--- src/rtl/radix_pkg.sv ---
// Shared encodings for the radix mode controller: mode values, the blank
// segment pattern, digit-enable codes and the mode sequencing helper.
package radix_pkg;

    typedef enum logic [1:0] {
        MODE_OCT = 2'b00,
        MODE_DEC = 2'b01,
        MODE_HEX = 2'b10,
        MODE_BAD = 2'b11
    } mode_t;

    localparam logic [6:0] SEG_BLANK = 7'b000_0000;

    localparam logic [1:0] DIG_NONE = 2'b00;
    localparam logic [1:0] DIG_LO   = 2'b01;
    localparam logic [1:0] DIG_HI   = 2'b10;

    // Next radix in the OCT -> DEC -> HEX -> OCT rotation; the illegal
    // code folds back to OCT so a corrupted state always recovers.
    function automatic mode_t mode_step(input mode_t m);
        case (m)
            MODE_OCT: mode_step = MODE_DEC;
            MODE_DEC: mode_step = MODE_HEX;
            default:  mode_step = MODE_OCT;
        endcase
    endfunction

endpackage

--- src/rtl/btn_debounce.sv ---
// Pushbutton conditioner: two-flop synchronizer, counter debouncer and a
// single-cycle press pulse on each accepted 0->1 change of the level.
module btn_debounce
    import radix_pkg::*;
#(
    parameter int DEBOUNCE_CYCLES = 250000
) (
    input  logic clk,
    input  logic rst,
    input  logic i_btn,
    output logic o_level,
    output logic o_press
);

    localparam int DB_W = (DEBOUNCE_CYCLES > 1) ? $clog2(DEBOUNCE_CYCLES) : 1;

    logic            r_sync1;
    logic            r_sync2;
    logic            r_level;
    logic            r_press;
    logic [DB_W-1:0] r_cnt;

    // Synchronize the raw button, then accept a new level only after an
    // unbroken run of differing samples; any agreeing sample restarts the run.
    always_ff @(posedge clk) begin
        if (rst) begin
            r_sync1 <= 1'b0;
            r_sync2 <= 1'b0;
            r_level <= 1'b0;
            r_press <= 1'b0;
            r_cnt   <= '0;
        end else begin
            r_sync1 <= i_btn;
            r_sync2 <= r_sync1;
            r_press <= 1'b0;
            if (r_sync2 == r_level) begin
                r_cnt <= '0;
            end else if (r_cnt == DB_W'(DEBOUNCE_CYCLES - 1)) begin
                r_cnt   <= '0;
                r_level <= r_sync2;
                r_press <= r_sync2;
            end else begin
                r_cnt <= r_cnt + 1'b1;
            end
        end
    end

    assign o_level = r_level;
    assign o_press = r_press;

endmodule

--- src/rtl/radix_mode_ctrl.sv ---
// Radix mode controller: debounced mode button (optionally plus an auto
// timer) steps the OCT/DEC/HEX mode, and a two-digit multiplexed display is
// scanned with a blank interval after every mode change so the external
// converter can settle. Optional auto cycling: define RADIX_AUTO_CYCLE_EN.
module radix_mode_ctrl
    import radix_pkg::*;
#(
    parameter int DEBOUNCE_CYCLES = 250000,
    parameter int SCAN_CYCLES     = 50000,
    parameter int AUTO_CYCLES     = 50000000
) (
    input  logic       clk,
    input  logic       rst,
    input  logic       mode_btn,
    input  logic       auto_en,
    input  logic [6:0] seg_lo,
    input  logic [6:0] seg_hi,
    output logic [1:0] mode,
    output logic       mode_chg,
    output logic [6:0] seg_out,
    output logic [1:0] digit_en
);

    localparam int SC_W = (SCAN_CYCLES > 1) ? $clog2(SCAN_CYCLES) : 1;

    logic            w_press;
    logic            w_btn_level_unused;
    logic            w_tick;
    logic            w_advance;
    logic            w_chg;
    mode_t           r_state;
    mode_t           w_state_next;
    logic            r_mode_chg;
    logic [SC_W-1:0] r_scan_cnt;
    logic [SC_W-1:0] w_scan_next;
    logic            r_slot;
    logic            w_slot_next;
    logic            r_blank;
    logic            w_blank_next;
    logic [6:0]      r_seg;
    logic [1:0]      r_dig;

    btn_debounce #(
        .DEBOUNCE_CYCLES(DEBOUNCE_CYCLES)
    ) u_btn (
        .clk    (clk),
        .rst    (rst),
        .i_btn  (mode_btn),
        .o_level(w_btn_level_unused),
        .o_press(w_press)
    );

`ifdef RADIX_AUTO_CYCLE_EN
    localparam int AU_W = (AUTO_CYCLES > 1) ? $clog2(AUTO_CYCLES) : 1;

    logic [AU_W-1:0] r_auto_cnt;

    assign w_tick = auto_en && (r_auto_cnt == AU_W'(AUTO_CYCLES - 1));

    // Auto timer: restarts on every advance (manual or automatic) and is
    // held at zero while auto cycling is disabled.
    always_ff @(posedge clk) begin
        if (rst || !auto_en || w_advance) begin
            r_auto_cnt <= '0;
        end else begin
            r_auto_cnt <= r_auto_cnt + 1'b1;
        end
    end
`else
    logic w_auto_en_unused;

    assign w_auto_en_unused = auto_en;
    assign w_tick           = 1'b0;
`endif

    // A press and an auto tick in the same cycle merge into one advance.
    assign w_advance = w_press | w_tick;

    // Mode state register; mode_chg is registered alongside so it pulses in
    // exactly the cycle the new mode appears.
    always_ff @(posedge clk) begin
        if (rst) begin
            r_state    <= MODE_OCT;
            r_mode_chg <= 1'b0;
        end else begin
            r_state    <= w_state_next;
            r_mode_chg <= w_chg;
        end
    end

    // Mode next-state: rotate on advance, force the illegal code back to OCT.
    always_comb begin
        w_state_next = r_state;
        case (r_state)
            MODE_BAD: w_state_next = MODE_OCT;
            default:  if (w_advance) w_state_next = mode_step(r_state);
        endcase
    end

    assign w_chg = (w_state_next != r_state);

    // Scan/blank next-state: a mode change restarts the slot timer in a blank
    // interval, which then hands over to a fresh low slot.
    always_comb begin
        w_scan_next  = r_scan_cnt;
        w_slot_next  = r_slot;
        w_blank_next = r_blank;
        if (w_chg) begin
            w_scan_next  = '0;
            w_slot_next  = 1'b0;
            w_blank_next = 1'b1;
        end else if (r_scan_cnt == SC_W'(SCAN_CYCLES - 1)) begin
            w_scan_next = '0;
            if (r_blank) begin
                w_blank_next = 1'b0;
                w_slot_next  = 1'b0;
            end else begin
                w_slot_next = ~r_slot;
            end
        end else begin
            w_scan_next = r_scan_cnt + 1'b1;
        end
    end

    // Scan registers and the registered display bus, driven from the slot
    // being entered so blank and slot lengths are exactly SCAN_CYCLES.
    always_ff @(posedge clk) begin
        if (rst) begin
            r_scan_cnt <= '0;
            r_slot     <= 1'b0;
            r_blank    <= 1'b0;
            r_seg      <= SEG_BLANK;
            r_dig      <= DIG_NONE;
        end else begin
            r_scan_cnt <= w_scan_next;
            r_slot     <= w_slot_next;
            r_blank    <= w_blank_next;
            if (w_blank_next) begin
                r_seg <= SEG_BLANK;
                r_dig <= DIG_NONE;
            end else if (w_slot_next) begin
                r_seg <= seg_hi;
                r_dig <= DIG_HI;
            end else begin
                r_seg <= seg_lo;
                r_dig <= DIG_LO;
            end
        end
    end

    assign mode     = r_state;
    assign mode_chg = r_mode_chg;
    assign seg_out  = r_seg;
    assign digit_en = r_dig;

endmodule

--- config.mk ---
export PLATFORM = sky130hd
export DESIGN_NAME = radix_mode_ctrl
export DESIGN_NICKNAME = d
export VERILOG_FILES = /design/src/rtl/radix_pkg.sv /design/src/rtl/btn_debounce.sv /design/src/rtl/radix_mode_ctrl.sv
export SDC_FILE = /design/constraint.sdc
export NUM_CORES = 1
export LEC_CHECK = 0
export CORE_ASPECT_RATIO = 1.75
export CORE_MARGIN = 2
export CORE_UTILIZATION = 61
export CTS_BUF_LIST = sky130_fd_sc_hd__clkbuf_8
export DETAILED_ROUTE_END_ITERATION = 10
export PLACE_DENSITY = 0.95
export SETUP_SLACK_MARGIN = 0.02
export SYNTH_ARGS = -nofsm -noshare
export SYNTH_HDL_FRONTEND = slang
export SYNTH_HIERARCHICAL = 1
export SYNTH_SLANG_ARGS = --single-unit
--- constraint.sdc ---
create_clock -name clk -period 4.5 [get_ports clk]
set_clock_uncertainty 0.05 [all_clocks]
set_input_delay 0.675 -clock clk [delete_from_list [all_inputs] [get_ports clk]]
set_output_delay 0.675 -clock clk [all_outputs]
set_load 0.01 [all_outputs]
Yosys cells after proc, flatten, opt, wreduce, memory -nomap -nowiden
Cells that the tools add are included.
Storage, ports and cells
  register bits: 52
  latch bits: 0
  bits in writable memories: 0
  memory bits (read-only): 0
  input port bits: 18
  output and inout port bits: 12
  word-level logic and storage cells: 39
  memories: 0
Operators by class
  add/subtract/negate cells: 2
  $mul: 0
  divide/modulo/power cells: 0
  magnitude comparators: 0
  equal/unequal tests: 6
  shift-type cells: 0
  multiplexer cells: 10
  bitwise operators: 3
  reduce and logical (&&, ||, !) cells: 6
Operators with widths (number)
  $add 18x1->18 const B: 1
  $eq 18x18->1 const B: 1
  $add 16x1->16 const B: 1
  $eq 16x16->1 const B: 1
  $reduce_or 3->1: 3
  $mux 7: 1
  $mux 2: 3
  $mux 1: 5
  $pmux 2 s2: 1
  $not 1->1: 3
  $eq 2x1->1 const B: 1
  $eq 2x2->1 const B: 1
  $logic_not 2->1: 1
  $ne 2x2->1: 1
  $reduce_and 2->1: 1
  $reduce_or 2->1: 1
  $eq 1x1->1: 1

Longest topological paths before layout
  depth after elaboration: 7
  mapped depth: 7
  mapped depth without buffers: 5

Modules after synthesis
The synthesis kept the hierarchy.
Modules (own cells, without submodules)
  radix_mode_ctrl: times used 1, cells each 137, area an instance 1278.7 sq um, sequential area each 600.6 sq um
  btn_debounce: times used 1, cells each 106, area an instance 965.9 sq um, sequential area each 440.4 sq um

Worst setup path after synthesis
OpenSTA, ideal clock, no wires.
  path kind: register to register
  start point: register r_scan_cnt[4]
  end point: register r_seg[0], in the netlist seg_out[0]
  setup time: 0.072 ns
  arrival time: 2.026 ns
  required time: 4.378 ns
  slack: 2.352 ns
  stages on the path, launching flop included: 6
  buffers on the path: 1
  period minus slack after synthesis: 2.148 ns
  path through: dfxtp_1 or4b_4 or4_4 buf_6 mux2i_4 mux2i_1
Between the ends
  cells in the longest elaborated chain, start to end: 4
  elaborated cells on any way between the ends: 7
  those cells by class: eq/ne (1); mux (5); reduce/logical (1)
RTL lines
  start, declared: line radix_mode_ctrl.sv:34  | logic [SC_W-1:0] r_scan_cnt;
  start signal, assigned: line radix_mode_ctrl.sv:135  | r_scan_cnt <= w_scan_next;
  $eq 16x16->1 *: line radix_mode_ctrl.sv:112  | end else if (r_scan_cnt == SC_W'(SCAN_CYCLES - 1)) begin
  $mux 1: line radix_mode_ctrl.sv:112
  $mux 1: line radix_mode_ctrl.sv:108  | if (w_chg) begin
  $mux 7 or $reduce_or 2->1 (tied branches)
  end signal, assigned: line radix_mode_ctrl.sv:142  | r_seg <= seg_hi;
  end signal, assigned: line radix_mode_ctrl.sv:145  | r_seg <= seg_lo;
  end, declared: line radix_mode_ctrl.sv:40  | logic [6:0] r_seg;
Mark *: on every way between the ends. The rest lies on a longest branch, timed or not.
A chain may end at the register's enable or synchronous reset.

Worst setup path in the final report
Same ends and word-level chain as after synthesis.

==> impl_metrics.toml <==
[critical_path]
rrSetupSlack_ps = 2220
crit_chain = "or4b_4 > or4_4 > mux2i_4 > mux2i_1"
critPathArrivalTime_ps = 2450
slowest_stage = "or4_4"
slowest_delay_ps = 600
worst_setup_path_start_kind = "flop"
critical_path_class = "flop to flop"
cp_max_fo = 8
end_kind = "flop"
critPathRequiredTime_ps = 4670

[yosys]
muxShareOfSynthArea_pct = 4.12
synthTopCellsByArea = "dfxtp_1 46%, xnor2_1 6.6%, nor2_1 6.4%"
synth_edf_count = 0
yosys.area_share.simple_pct = 29.7
synthArstFlopShare_pct = 0
syn_area_um2 = 2240
synth_most_common_cell = "dfxtp_1"
synth_cells = 243
yosys_register_bits = 52
synth_compound_gate_area_share_pct = 4.24
yosysSeqAreaShare_pct = 46.4
synth_top_area_share_pct = 46.4
post_synth.cell_area_avg_um2 = 9.24
synth_common_cells = "52 x dfxtp_1, 38 x nor2_1, 24 x nand3_1, 17 x xnor2_1, 13 x xor2_1"
synth_ff_type = "dfxtp_1"
synth_adder_area_share_pct = 1.11
yosysTopAreaCell = "dfxtp_1"
synth_top_family_by_area = "simple AND/OR/NAND/NOR gates"
ys_types = 38
synthXorXnorAreaFrac_pct = 11.7
syn_nets = 263
yosysWarnings = 6

[sta]
final_hold_viol_count = 0
fmax_ghz = 0.439
rsz0062_at_grt = "false"
setup_viol = 0
slew_headroom_pct = 53.2
setup_ws_ps = 2220
min_period_over_period_pct = 50.7
period_needed_ps = 2280
slew_viol_final = 0
finalSetupTns_ps = 0
worst_pin_slew_ps = 701

[placed_design]
gp_congestion = 0.773
dpl_worst_slack_ps = 2120
portBuffers = 28
dp_hpwl_um = 3470

[die]
die_x_um = 49.9
rows = 29
num_io_pins = 30
dieArea_um2 = 4200
coreArea_um2 = 3590
die_h_um = 84.2
initial_core_util_pct = 62.5

[grt]
overflow = 0
antenna_found_initial = 0
grt_use_total_pct = 23.7
grt_pass1_vias = 1820
grt_pass1_wl_um = 7690
grt_max_degree = 18

[cells_and_area]
drive_gt1_share_pct = 5.88
synthToLayoutAreaGrowth_pct = 17.7
final_util_pct = 73.5
nets = 291
antenna_cells = 0

[route]
wl_per_cell_um = 14.2
post_drt_via_cell_ratio = 5.78
drt-total-wl_um = 4520
vias = 1839
antenna_left = 0
drc = 0
first_iter_violations = 64
firstDrtPassIters = 4

[pwr]
p_leak_uw = 0.000936
power_density_nw_per_um2 = 293
peakVddDrop_v = 0.000342

[clocking]
post_cts_buffers = 0
cts_buffers = 5
root_buffer = "clkbuf_8"
clk_path_buf_depth = 2
cts_num_sinks = 52
htree_levels = 2
cts-hold-fix-buffers = 0
cts_resized = 0
cts_tree = "yes"
path_clk_slew_ps = 90
clock_latency_ps = 300

[flow_run]
cap_violations = 0

[run_status]
outcome = "finished clean"

[worst_hold_path]
min_path_type = "flop to flop"
-- worst paths after layout --
path	from	endpoint	cells past startpoint
setup / recovery	r_scan_cnt[4]	seg_out[0]	4
hold / removal	r_scan_cnt[0]	r_scan_cnt[0]	1
setup reg to reg	r_scan_cnt[4]	seg_out[0]	4
hold reg to reg	r_scan_cnt[0]	r_scan_cnt[0]	1
-- state kept, by name, summed over array words and instances, names as in the netlist --
signal	cells
u_btn/r_cnt	18
r_scan_cnt	16
u_btn/o_press	1
r_slot	1
seg_out	7
u_btn/r_sync1	1
mode	2
u_btn/o_level	1
mode_chg	1
digit_en	2
r_blank	1
u_btn/r_sync2	1
-- cells by family (layout without fill, tap and decap cells) --
family | count (synthesis) | in the layout
buffers and inverters | 13 | 42
XOR/XNOR | 30 | 30
flip-flops | 52 | 52
adder cells (fa/ha/maj) | 2 | 2
AO/OA/AOI/OAI | 15 | 15
multiplexers | 8 | 8
AND/OR/NAND/NOR | 123 | 123
-- routing by layer --
layer,vias up,track usage [%],wire length [um]
met5,-,0,0
met4,0,10.4,91
met3,9,4.98,126
met2,33,46.7,2700
met1,893,22.1,1610
li1,904,-,-
-- placed cells by master (no fill, tap or decap) --
| cell | instances |
|---|---|
| nor4b_1 | 2 |
| nand2_2 | 1 |
| or4b_1 | 1 |
| xor2_1 | 13 |
| nor3_1 | 6 |
| or4_1 | 3 |
| nor2_1 | 38 |
| nand4_1 | 9 |
| or4_4 | 1 |
| and4_1 | 2 |
| ha_1 | 2 |
| clkbuf_8 | 6 |
| nor2b_1 | 4 |
| o21ai_2 | 1 |
| o21ai_0 | 3 |
| or4b_4 | 1 |
| nand4_2 | 1 |
| nor4_1 | 7 |
| nand2b_1 | 1 |
| nand2_1 | 10 |
| nand3_1 | 24 |
| and2_1 | 3 |
| clkdlybuf4s50_1 | 28 |
| nor3b_1 | 1 |
| dfxtp_1 | 52 |
| mux2i_4 | 1 |
| xnor2_1 | 17 |
| nand4_4 | 1 |
| and3_1 | 3 |
| or3_1 | 3 |
| nand4b_1 | 1 |
| o31ai_1 | 2 |
| buf_4 | 2 |
| inv_1 | 6 |
| a21oi_1 | 8 |
| mux2i_1 | 7 |
| o41ai_2 | 1 |
-- area by class of cell --
class | instances | area, um2
sequential | 52 | 1040
clock inverter | 2 | 7.51
inverter | 4 | 15.0
fill | 258 | 951
multi-input combinational | 178 | 1140
tap | 46 | 57.6
clock buffer | 6 | 82.6
timing repair buffer | 30 | 295
-- through the flow --
stage	area (um2)	total power, uW	cells	hold slack, ps
6_report	2640	774	318	403
4_1_cts	2640	783	318	403
3_3_place_gp	2550	524	310	371
3_5_place_dp	2550	526	310	385
5_1_grt	2640	804	318	421
2_1_floorplan	2240	499	243	363
-- worst max-delay path, delay by kind of cell, from the launching register on --
family           cells  cell delay [ps]
muxes                2              630
and+or+nand+nor      2             1160
DFF                  1              360
-- report_power, final --
| group | switching, uW | internal (uW) |
|---|---|---|
| clock | 139 | 121 |
| sequential | 3.42 | 467 |
| combinational | 18.5 | 25.7 |
| total | 161 | 614 |
No activity file was read; power rests on OpenSTA's default activity.
